`src/rtl/wb_arbiter_pkg.sv`:
```
// Shared definitions for the register-file writer: register index width,
// the zero word, and the write-port arbitration source encoding.
package wb_arbiter_pkg;

    localparam int          REG_IDX_W = 5;
    localparam logic [31:0] ZERO      = 32'h0;

    typedef enum logic [1:0] {
        SRC_IDLE   = 2'd0,
        SRC_ALU    = 2'd1,
        SRC_QUEUE  = 2'd2,
        SRC_BYPASS = 2'd3
    } wb_src_e;

endpackage

```
`src/rtl/wb_arbiter_if.sv`:
```
// Bundle of ALU result, load result and register-file write port signals.
// The arbiter is the slave side; the core pipeline (or a bench) is the master.
interface wb_arbiter_if
    import wb_arbiter_pkg::*;
#(
    parameter int ADDR_W = REG_IDX_W,
    parameter int DATA_W = 32
);
    logic              alu_valid;
    logic [ADDR_W-1:0] alu_rd;
    logic [DATA_W-1:0] alu_data;
    logic              ld_valid;
    logic              ld_ready;
    logic [ADDR_W-1:0] ld_rd;
    logic [DATA_W-1:0] ld_data;
    logic              write_enable;
    logic [ADDR_W-1:0] write_addr;
    logic [DATA_W-1:0] write_data;
    logic              busy;

    modport slave (
        input  alu_valid, alu_rd, alu_data, ld_valid, ld_rd, ld_data,
        output ld_ready, write_enable, write_addr, write_data, busy
    );

    modport master (
        output alu_valid, alu_rd, alu_data, ld_valid, ld_rd, ld_data,
        input  ld_ready, write_enable, write_addr, write_data, busy
    );
endinterface

```
`src/rtl/wb_arbiter_queue.sv`:
```
// Circular load-result FIFO with a live bit per entry; a parallel compare
// against kill_rd_i clears the live bit of every entry targeting that register.
module wb_queue
    import wb_arbiter_pkg::*;
#(
    parameter int DEPTH  = 4,
    parameter int ADDR_W = REG_IDX_W,
    parameter int DATA_W = 32
) (
    input  logic              clk,
    input  logic              rst,
    input  logic              push_i,
    input  logic              push_live_i,
    input  logic [ADDR_W-1:0] push_rd_i,
    input  logic [DATA_W-1:0] push_data_i,
    input  logic              pop_i,
    input  logic              kill_i,
    input  logic [ADDR_W-1:0] kill_rd_i,
    output logic              empty_o,
    output logic              full_o,
    output logic              head_live_o,
    output logic [ADDR_W-1:0] head_rd_o,
    output logic [DATA_W-1:0] head_data_o,
    output logic              busy_o
);
    localparam int PTR_W = $clog2(DEPTH);
    localparam int CNT_W = PTR_W + 1;

    logic [PTR_W-1:0]  wr_ptr_q;
    logic [PTR_W-1:0]  rd_ptr_q;
    logic [CNT_W-1:0]  count_q;
    logic [DEPTH-1:0]  live_q;
    logic [ADDR_W-1:0] rd_q   [DEPTH];
    logic [DATA_W-1:0] data_q [DEPTH];

    // Storage, pointers and live bits; push after pop so a fresh entry wins its slot.
    always_ff @(posedge clk) begin
        if (!rst) begin
            wr_ptr_q <= {PTR_W{1'b0}};
            rd_ptr_q <= {PTR_W{1'b0}};
            count_q  <= {CNT_W{1'b0}};
            live_q   <= {DEPTH{1'b0}};
            for (int i = 0; i < DEPTH; i++) begin
                rd_q[i]   <= {ADDR_W{1'b0}};
                data_q[i] <= DATA_W'(ZERO);
            end
        end else begin
            for (int i = 0; i < DEPTH; i++) begin
                if (kill_i && (rd_q[i] == kill_rd_i)) begin
                    live_q[i] <= 1'b0;
                end
            end
            if (pop_i) begin
                live_q[rd_ptr_q] <= 1'b0;
                rd_ptr_q         <= rd_ptr_q + PTR_W'(1);
            end
            if (push_i) begin
                live_q[wr_ptr_q] <= push_live_i;
                rd_q[wr_ptr_q]   <= push_rd_i;
                data_q[wr_ptr_q] <= push_data_i;
                wr_ptr_q         <= wr_ptr_q + PTR_W'(1);
            end
            count_q <= count_q + CNT_W'(push_i) - CNT_W'(pop_i);
        end
    end

    assign empty_o     = (count_q == {CNT_W{1'b0}});
    assign full_o      = (count_q == CNT_W'(DEPTH));
    assign head_live_o = live_q[rd_ptr_q];
    assign head_rd_o   = rd_q[rd_ptr_q];
    assign head_data_o = data_q[rd_ptr_q];
    assign busy_o      = |live_q;

endmodule

```
`src/rtl/wb_arbiter.sv`:
```
// Register-file write port arbiter: ALU results first, then queued loads,
// then a same-cycle load bypass when the queue is empty. Outputs are registered.
module wb_arbiter
    import wb_arbiter_pkg::*;
#(
    parameter int DEPTH  = 4,
    parameter int ADDR_W = REG_IDX_W,
    parameter int DATA_W = 32
) (
    input  logic         clk,
    input  logic         rst,
    wb_arbiter_if.slave  bus
);
    wb_src_e           src_s;
    logic              ld_accept_s;
    logic              kill_en_s;
    logic              push_s;
    logic              push_live_s;
    logic              pop_s;
    logic              q_empty_s;
    logic              q_full_s;
    logic              q_busy_s;
    logic              head_live_s;
    logic [ADDR_W-1:0] head_rd_s;
    logic [DATA_W-1:0] head_data_s;

    logic              write_enable_q, write_enable_d;
    logic [ADDR_W-1:0] write_addr_q,   write_addr_d;
    logic [DATA_W-1:0] write_data_q,   write_data_d;

    assign bus.ld_ready = rst & ~q_full_s;
    assign bus.busy     = rst & q_busy_s;
    assign ld_accept_s  = bus.ld_valid & bus.ld_ready;
    assign kill_en_s    = bus.alu_valid & (bus.alu_rd != {ADDR_W{1'b0}});
    // A load accepted alongside the ALU is older, so a matching ALU rd supersedes it.
    assign push_live_s  = ~(kill_en_s & (bus.ld_rd == bus.alu_rd));
    assign pop_s        = (src_s == SRC_QUEUE);
    assign push_s       = ld_accept_s & (src_s != SRC_BYPASS);

    // Priority select of this cycle's write-port owner.
    always_comb begin
        src_s = SRC_IDLE;
        if (bus.alu_valid) begin
            src_s = SRC_ALU;
        end else if (!q_empty_s) begin
            src_s = SRC_QUEUE;
        end else if (ld_accept_s) begin
            src_s = SRC_BYPASS;
        end else begin
            src_s = SRC_IDLE;
        end
    end

    // Next value of the write port; address/data hold when nothing is written.
    always_comb begin
        write_enable_d = 1'b0;
        write_addr_d   = write_addr_q;
        write_data_d   = write_data_q;
        case (src_s)
            SRC_ALU: begin
                write_enable_d = (bus.alu_rd != {ADDR_W{1'b0}});
                write_addr_d   = bus.alu_rd;
                write_data_d   = bus.alu_data;
            end
            SRC_QUEUE: begin
                if (head_live_s) begin
                    write_enable_d = (head_rd_s != {ADDR_W{1'b0}});
                    write_addr_d   = head_rd_s;
                    write_data_d   = head_data_s;
                end else begin
                    write_enable_d = 1'b0;
                end
            end
            SRC_BYPASS: begin
                write_enable_d = (bus.ld_rd != {ADDR_W{1'b0}});
                write_addr_d   = bus.ld_rd;
                write_data_d   = bus.ld_data;
            end
            default: begin
                write_enable_d = 1'b0;
            end
        endcase
    end

    // Write port output registers.
    always_ff @(posedge clk) begin
        if (!rst) begin
            write_enable_q <= 1'b0;
            write_addr_q   <= {ADDR_W{1'b0}};
            write_data_q   <= DATA_W'(ZERO);
        end else begin
            write_enable_q <= write_enable_d;
            write_addr_q   <= write_addr_d;
            write_data_q   <= write_data_d;
        end
    end

    assign bus.write_enable = write_enable_q;
    assign bus.write_addr   = write_addr_q;
    assign bus.write_data   = write_data_q;

    wb_queue #(
        .DEPTH  (DEPTH),
        .ADDR_W (ADDR_W),
        .DATA_W (DATA_W)
    ) u_queue (
        .clk         (clk),
        .rst         (rst),
        .push_i      (push_s),
        .push_live_i (push_live_s),
        .push_rd_i   (bus.ld_rd),
        .push_data_i (bus.ld_data),
        .pop_i       (pop_s),
        .kill_i      (kill_en_s),
        .kill_rd_i   (bus.alu_rd),
        .empty_o     (q_empty_s),
        .full_o      (q_full_s),
        .head_live_o (head_live_s),
        .head_rd_o   (head_rd_s),
        .head_data_o (head_data_s),
        .busy_o      (q_busy_s)
    );

endmodule

```
`src/flat_wrapper.sv`:
```
// flat-port wrapper written by rule: the top's interface ports become plain ports
module wb_arbiter_flat import wb_arbiter_pkg::*;
#(
    parameter int DEPTH  = 4,
    parameter int ADDR_W = REG_IDX_W,
    parameter int DATA_W = 32
)
  (clk, rst, bus_alu_valid, bus_alu_rd, bus_alu_data, bus_ld_valid, bus_ld_rd, bus_ld_data, bus_ld_ready, bus_write_enable, bus_write_addr, bus_write_data, bus_busy);
  wb_arbiter_if #(.ADDR_W(ADDR_W), .DATA_W(DATA_W)) bus_i ();
  input  logic clk;
  input  logic rst;
  input wire logic [$bits(bus_i.alu_valid)-1:0] bus_alu_valid;
  input wire logic [$bits(bus_i.alu_rd)-1:0] bus_alu_rd;
  input wire logic [$bits(bus_i.alu_data)-1:0] bus_alu_data;
  input wire logic [$bits(bus_i.ld_valid)-1:0] bus_ld_valid;
  input wire logic [$bits(bus_i.ld_rd)-1:0] bus_ld_rd;
  input wire logic [$bits(bus_i.ld_data)-1:0] bus_ld_data;
  output wire logic [$bits(bus_i.ld_ready)-1:0] bus_ld_ready;
  output wire logic [$bits(bus_i.write_enable)-1:0] bus_write_enable;
  output wire logic [$bits(bus_i.write_addr)-1:0] bus_write_addr;
  output wire logic [$bits(bus_i.write_data)-1:0] bus_write_data;
  output wire logic [$bits(bus_i.busy)-1:0] bus_busy;
  assign bus_i.alu_valid = bus_alu_valid;
  assign bus_i.alu_rd = bus_alu_rd;
  assign bus_i.alu_data = bus_alu_data;
  assign bus_i.ld_valid = bus_ld_valid;
  assign bus_i.ld_rd = bus_ld_rd;
  assign bus_i.ld_data = bus_ld_data;
  assign bus_ld_ready = bus_i.ld_ready;
  assign bus_write_enable = bus_i.write_enable;
  assign bus_write_addr = bus_i.write_addr;
  assign bus_write_data = bus_i.write_data;
  assign bus_busy = bus_i.busy;
  wb_arbiter #(.DEPTH(DEPTH), .ADDR_W(ADDR_W), .DATA_W(DATA_W)) u_core (.clk(clk), .rst(rst), .bus(bus_i));
endmodule
```
`config.mk`:
```
export PLATFORM = sky130hd
export DESIGN_NAME = wb_arbiter_flat
export DESIGN_NICKNAME = d
export VERILOG_FILES = /design/src/rtl/wb_arbiter_pkg.sv /design/src/rtl/wb_arbiter_if.sv /design/src/rtl/wb_arbiter_queue.sv /design/src/rtl/wb_arbiter.sv /design/src/flat_wrapper.sv
export SDC_FILE = /design/constraint.sdc
export NUM_CORES = 1
export LEC_CHECK = 0
export CAP_MARGIN = 15
export CORE_MARGIN = 4
export CORE_UTILIZATION = 45
export CTS_BUF_LIST = sky130_fd_sc_hd__clkbuf_8
export CTS_CLUSTER_DIAMETER = 200
export DETAILED_ROUTE_END_ITERATION = 8
export PLACE_DENSITY = 0.75
export SYNTH_ARGS = -nofsm -noshare
export SYNTH_HDL_FRONTEND = slang
export SYNTH_SLANG_ARGS = --single-unit
export TNS_END_PERCENT = 10
```
`constraint.sdc`:
```
create_clock -name clk -period 6.55 [get_ports clk]
set_clock_uncertainty 0.15 [all_clocks]
set_input_delay 1.31 -clock clk [delete_from_list [all_inputs] [get_ports clk]]
set_output_delay 1.31 -clock clk [all_outputs]
set_load 0.005 [all_outputs]
```
==> qor.csv <==
stage,metric,value,unit
cells_and_area,final_util,0.551,
worst_setup_path,path_class,input pin to primary output,
pwr,seqPwrFrac,0.466,
pwr,p_int,2.44,mW
sta,hold_viol_final,0,
worst_setup_path,crit_required,5.09,ns
yosys,yosys_register_bits,199,
grt,grt_pass1_vias,6147,
clocking,cts_max_path_buffers,2,
floorplan,io-pin-count,118,
detailed_routing,avgViaCountPerCell,5.70,
floorplan,die_h,153,um
floorplan,core_area,20400,sq um
sta,report.final.slew_viol_count,0,
yosys,netlist_top_cells_count,"153 x and2_1, 148 x edfxtp_1, 51 x dfxtp_1, 51 x nand2_1, 41 x clkbuf_1",
sta,setup_viol,0,
yosys,ys.flop_type,edfxtp_1,
worst_setup_path,crit_slowest_cell,clkdlybuf4s50_1,
floorplan,die_w,153,um
grt,grt_max_degree,60,
worst_setup_path,crit_chain,"buf_2, buf_4, a21boi_0, clkdlybuf4s50_1",
yosys,yosysTopAreaCell,edfxtp_1,
yosys,synth_fp_nets,795,
clocking,cts_tree,yes,
pwr,comb_power_share,0.284,
floorplan,initial_core_util,0.462,
grt,overflow,0,
detailed_routing,drtPass1Iterations,5,
cells_and_area,drive_gt1_frac,0.121,
sta,min_period_over_period,0.645,
pwr,power_switching,1.01,mW
detailed_routing,ant_nets,0,
sta,period_needed,4.22,ns
detailed_routing,wl_per_cell,20.7,um
yosys,yosysMostFrequentCell,and2_1,
yosys,syn_inst,707,
cells_and_area,fill_cells,1701,
cells_and_area,nets,886,
cells_and_area,multi_input_area,3750,sq um
pwr,p_sw_frac,0.293,
cells_and_area,antennaDiodeCount,0,
worst_hold_path,hp-class,flop to flop,
worst_setup_path,cp.arrival,2.76,ns
yosys,postSynthAreaPerCell,13.3,sq um
yosys,yosysWarnings,0,
worst_setup_path,critPathCaptureType,primary output,
detailed_routing,drc,0,
grt,track_usage,0.191,
clocking,cts_sinks,199,
clocking,hold_buffers,0,
sta,timing.fmax,237,MHz
yosys,synth_top_cell_area_share,0.471,
pwr,ir_drop,0.136,mV
run,max_cap_viol_count,0,
worst_setup_path,cp-start-kind,input pin,
floorplan,rows,52,
worst_setup_path,cp_slowest_stage_delay,0.56,ns
clocking,cts_inserted_buffers,17,
pwr,p_clk_frac,0.250,
yosys,synth_edf_count,148,
sta,relSlewSlack,0.247,
yosys,synth_cell_types,42,
floorplan,dieArea,23400,sq um
yosys,netlist_top_cells_area,"edfxtp_1 47%, dfxtp_1 11%, and2_1 10%",
clocking,clock_tree.root_cell,clkbuf_8,
sta,rsz0062_at_grt,no,
worst_setup_path,critical_path.startpoint,rst,
detailed_routing,vias,6162,
cells_and_area,final_area,11300,sq um
pwr,power,3.46,mW
clocking,clk_latency,0.46,ns
place,place_congestion,0.836,
pwr,p_leak,3.92,nW
sta,tns,0,ns
yosys,synthesis.area,9440,sq um
yosys,synth_async_sr_flop_share,0,
worst_hold_path,hp-start,u_core.bus.write_data[25],
clocking,clkSlewWorstSetupHoldPaths,0.09,ns
clocking,ctsResizeCount,0,
detailed_routing,dr.first_iter.drc_count,522,
worst_setup_path,r2r_start,u_core.u_queue.count_q[1],
place,dp_hpwl,14.4,mm
worst_setup_path,worstPathMaxFanout,59,
grt,antenna_found_initial,0,
detailed_routing,routed_wl,22.4,mm
place,placed_cell_area,10800,sq um
grt,grt_pass1_wl,35.2,mm
outcome,status,completed,
yosys,ys_seq_area_frac,0.579,
clocking,cts_htree_levels,4,
cells_and_area,areaGrowthSynthToFinish,19.4,%
sta,tightest_slew,1.13,ns
worst_setup_path,r2r_setup_slack,3.40,ns
cells_and_area,final-seq-area,5470,sq um
place,portBuffers,117,
clocking,post_cts_buffers,0,
pwr,power_density,307,nW/um^2
[power by group through the flow]
stage | clock network (mW) | registers (mW) | logic, mW
after CTS | 0.868 | 1.61 | 0.996
after floorplan | 0 | 1.61 | 0.666
after global placement | 0 | 1.63 | 0.971
after detailed placement | 0 | 1.64 | 0.986
final | 0.862 | 1.61 | 0.983
after global routing | 0.920 | 1.63 | 1.07
[metal layers]
metal | up-vias | global-route usage | part of all wire
met5 | - | 0 | 0
met4 | 0 | 0.0547 | 0.016
met3 | 24 | 0.0441 | 0.065
met2 | 220 | 0.306 | 0.48
met1 | 3101 | 0.264 | 0.44
li1 | 2817 | - | -
[final timing paths]
kind,to,depth (start not counted)
worst max register to register,u_core.u_queue.count_q[2],10
worst max-delay path,bus_ld_ready,4
worst min-delay path,u_core.bus.write_data[25],2
worst min register to register,u_core.bus.write_data[25],2
[registers in the layout (all words and copies together) (netlist names), named ones only]
register,flops
u_core.bus.write_addr,5
u_core.bus.write_data,32
u_core.bus.write_enable,1
u_core.u_queue.count_q,3
u_core.u_queue.data_q,128
u_core.u_queue.live_q,4
u_core.u_queue.rd_ptr_q,2
u_core.u_queue.rd_q,20
u_core.u_queue.wr_ptr_q,2
[cell families (layout without fill, tap and decap cells)]
group | count (synthesis) | in the layout | synth area share
compound gates | 133 | 133 | 0.117
xor+xnor | 29 | 29 | 0.0269
fa+ha+maj | 10 | 10 | 0.0141
buf+inv | 62 | 166 | 0.0304
flops | 199 | 199 | 0.579
mux | 42 | 42 | 0.0949
simple gates | 232 | 232 | 0.138
[final cells by class]
cell class	count	area share
Clock buffer	19	0.0232
Clock inverter	13	0.0157
Inverter	5	0.00167
Multi-Input combinational cell	446	0.333
Sequential cell	199	0.485
Tap cell	270	0.0300
Timing Repair Buffer	129	0.111
[worst max-delay path: cells and delay by family]
kind	cells	cell delay [ns]
buffers and inverters	3	1.14
AO/OA/AOI/OAI	1	0.31
[placed cells by master, fill, tap and decap left out, drive strengths merged, types with 5 or more instances in the layout]
| master | instances |
|---|---|
| a21boi | 39 |
| and2 | 153 |
| buf | 14 |
| clkbuf | 19 |
| clkdlybuf4s50 | 115 |
| clkinv | 8 |
| dfxtp | 51 |
| edfxtp | 148 |
| ha | 9 |
| inv | 6 |
| mux4 | 38 |
| nand2 | 51 |
| nand3 | 6 |
| nor2 | 7 |
| nor3 | 5 |
| o2111ai | 5 |
| o211ai | 37 |
| o32a | 37 |
| xnor2 | 15 |
| xor2 | 14 |
[per-stage QoR]
step / worst slack, ns / hold slack, ns / cells
floorplan: 1.23 / 0.297 / 707
global placement: 2.04 / 0.290 / 1049
detailed placement: 2.02 / 0.295 / 1049
CTS: 2.29 / 0.307 / 1081
global route: 2.14 / 0.321 / 1081
finish: 2.33 / 0.302 / 1081
Note: power is estimated with default switching activity, not from simulation.
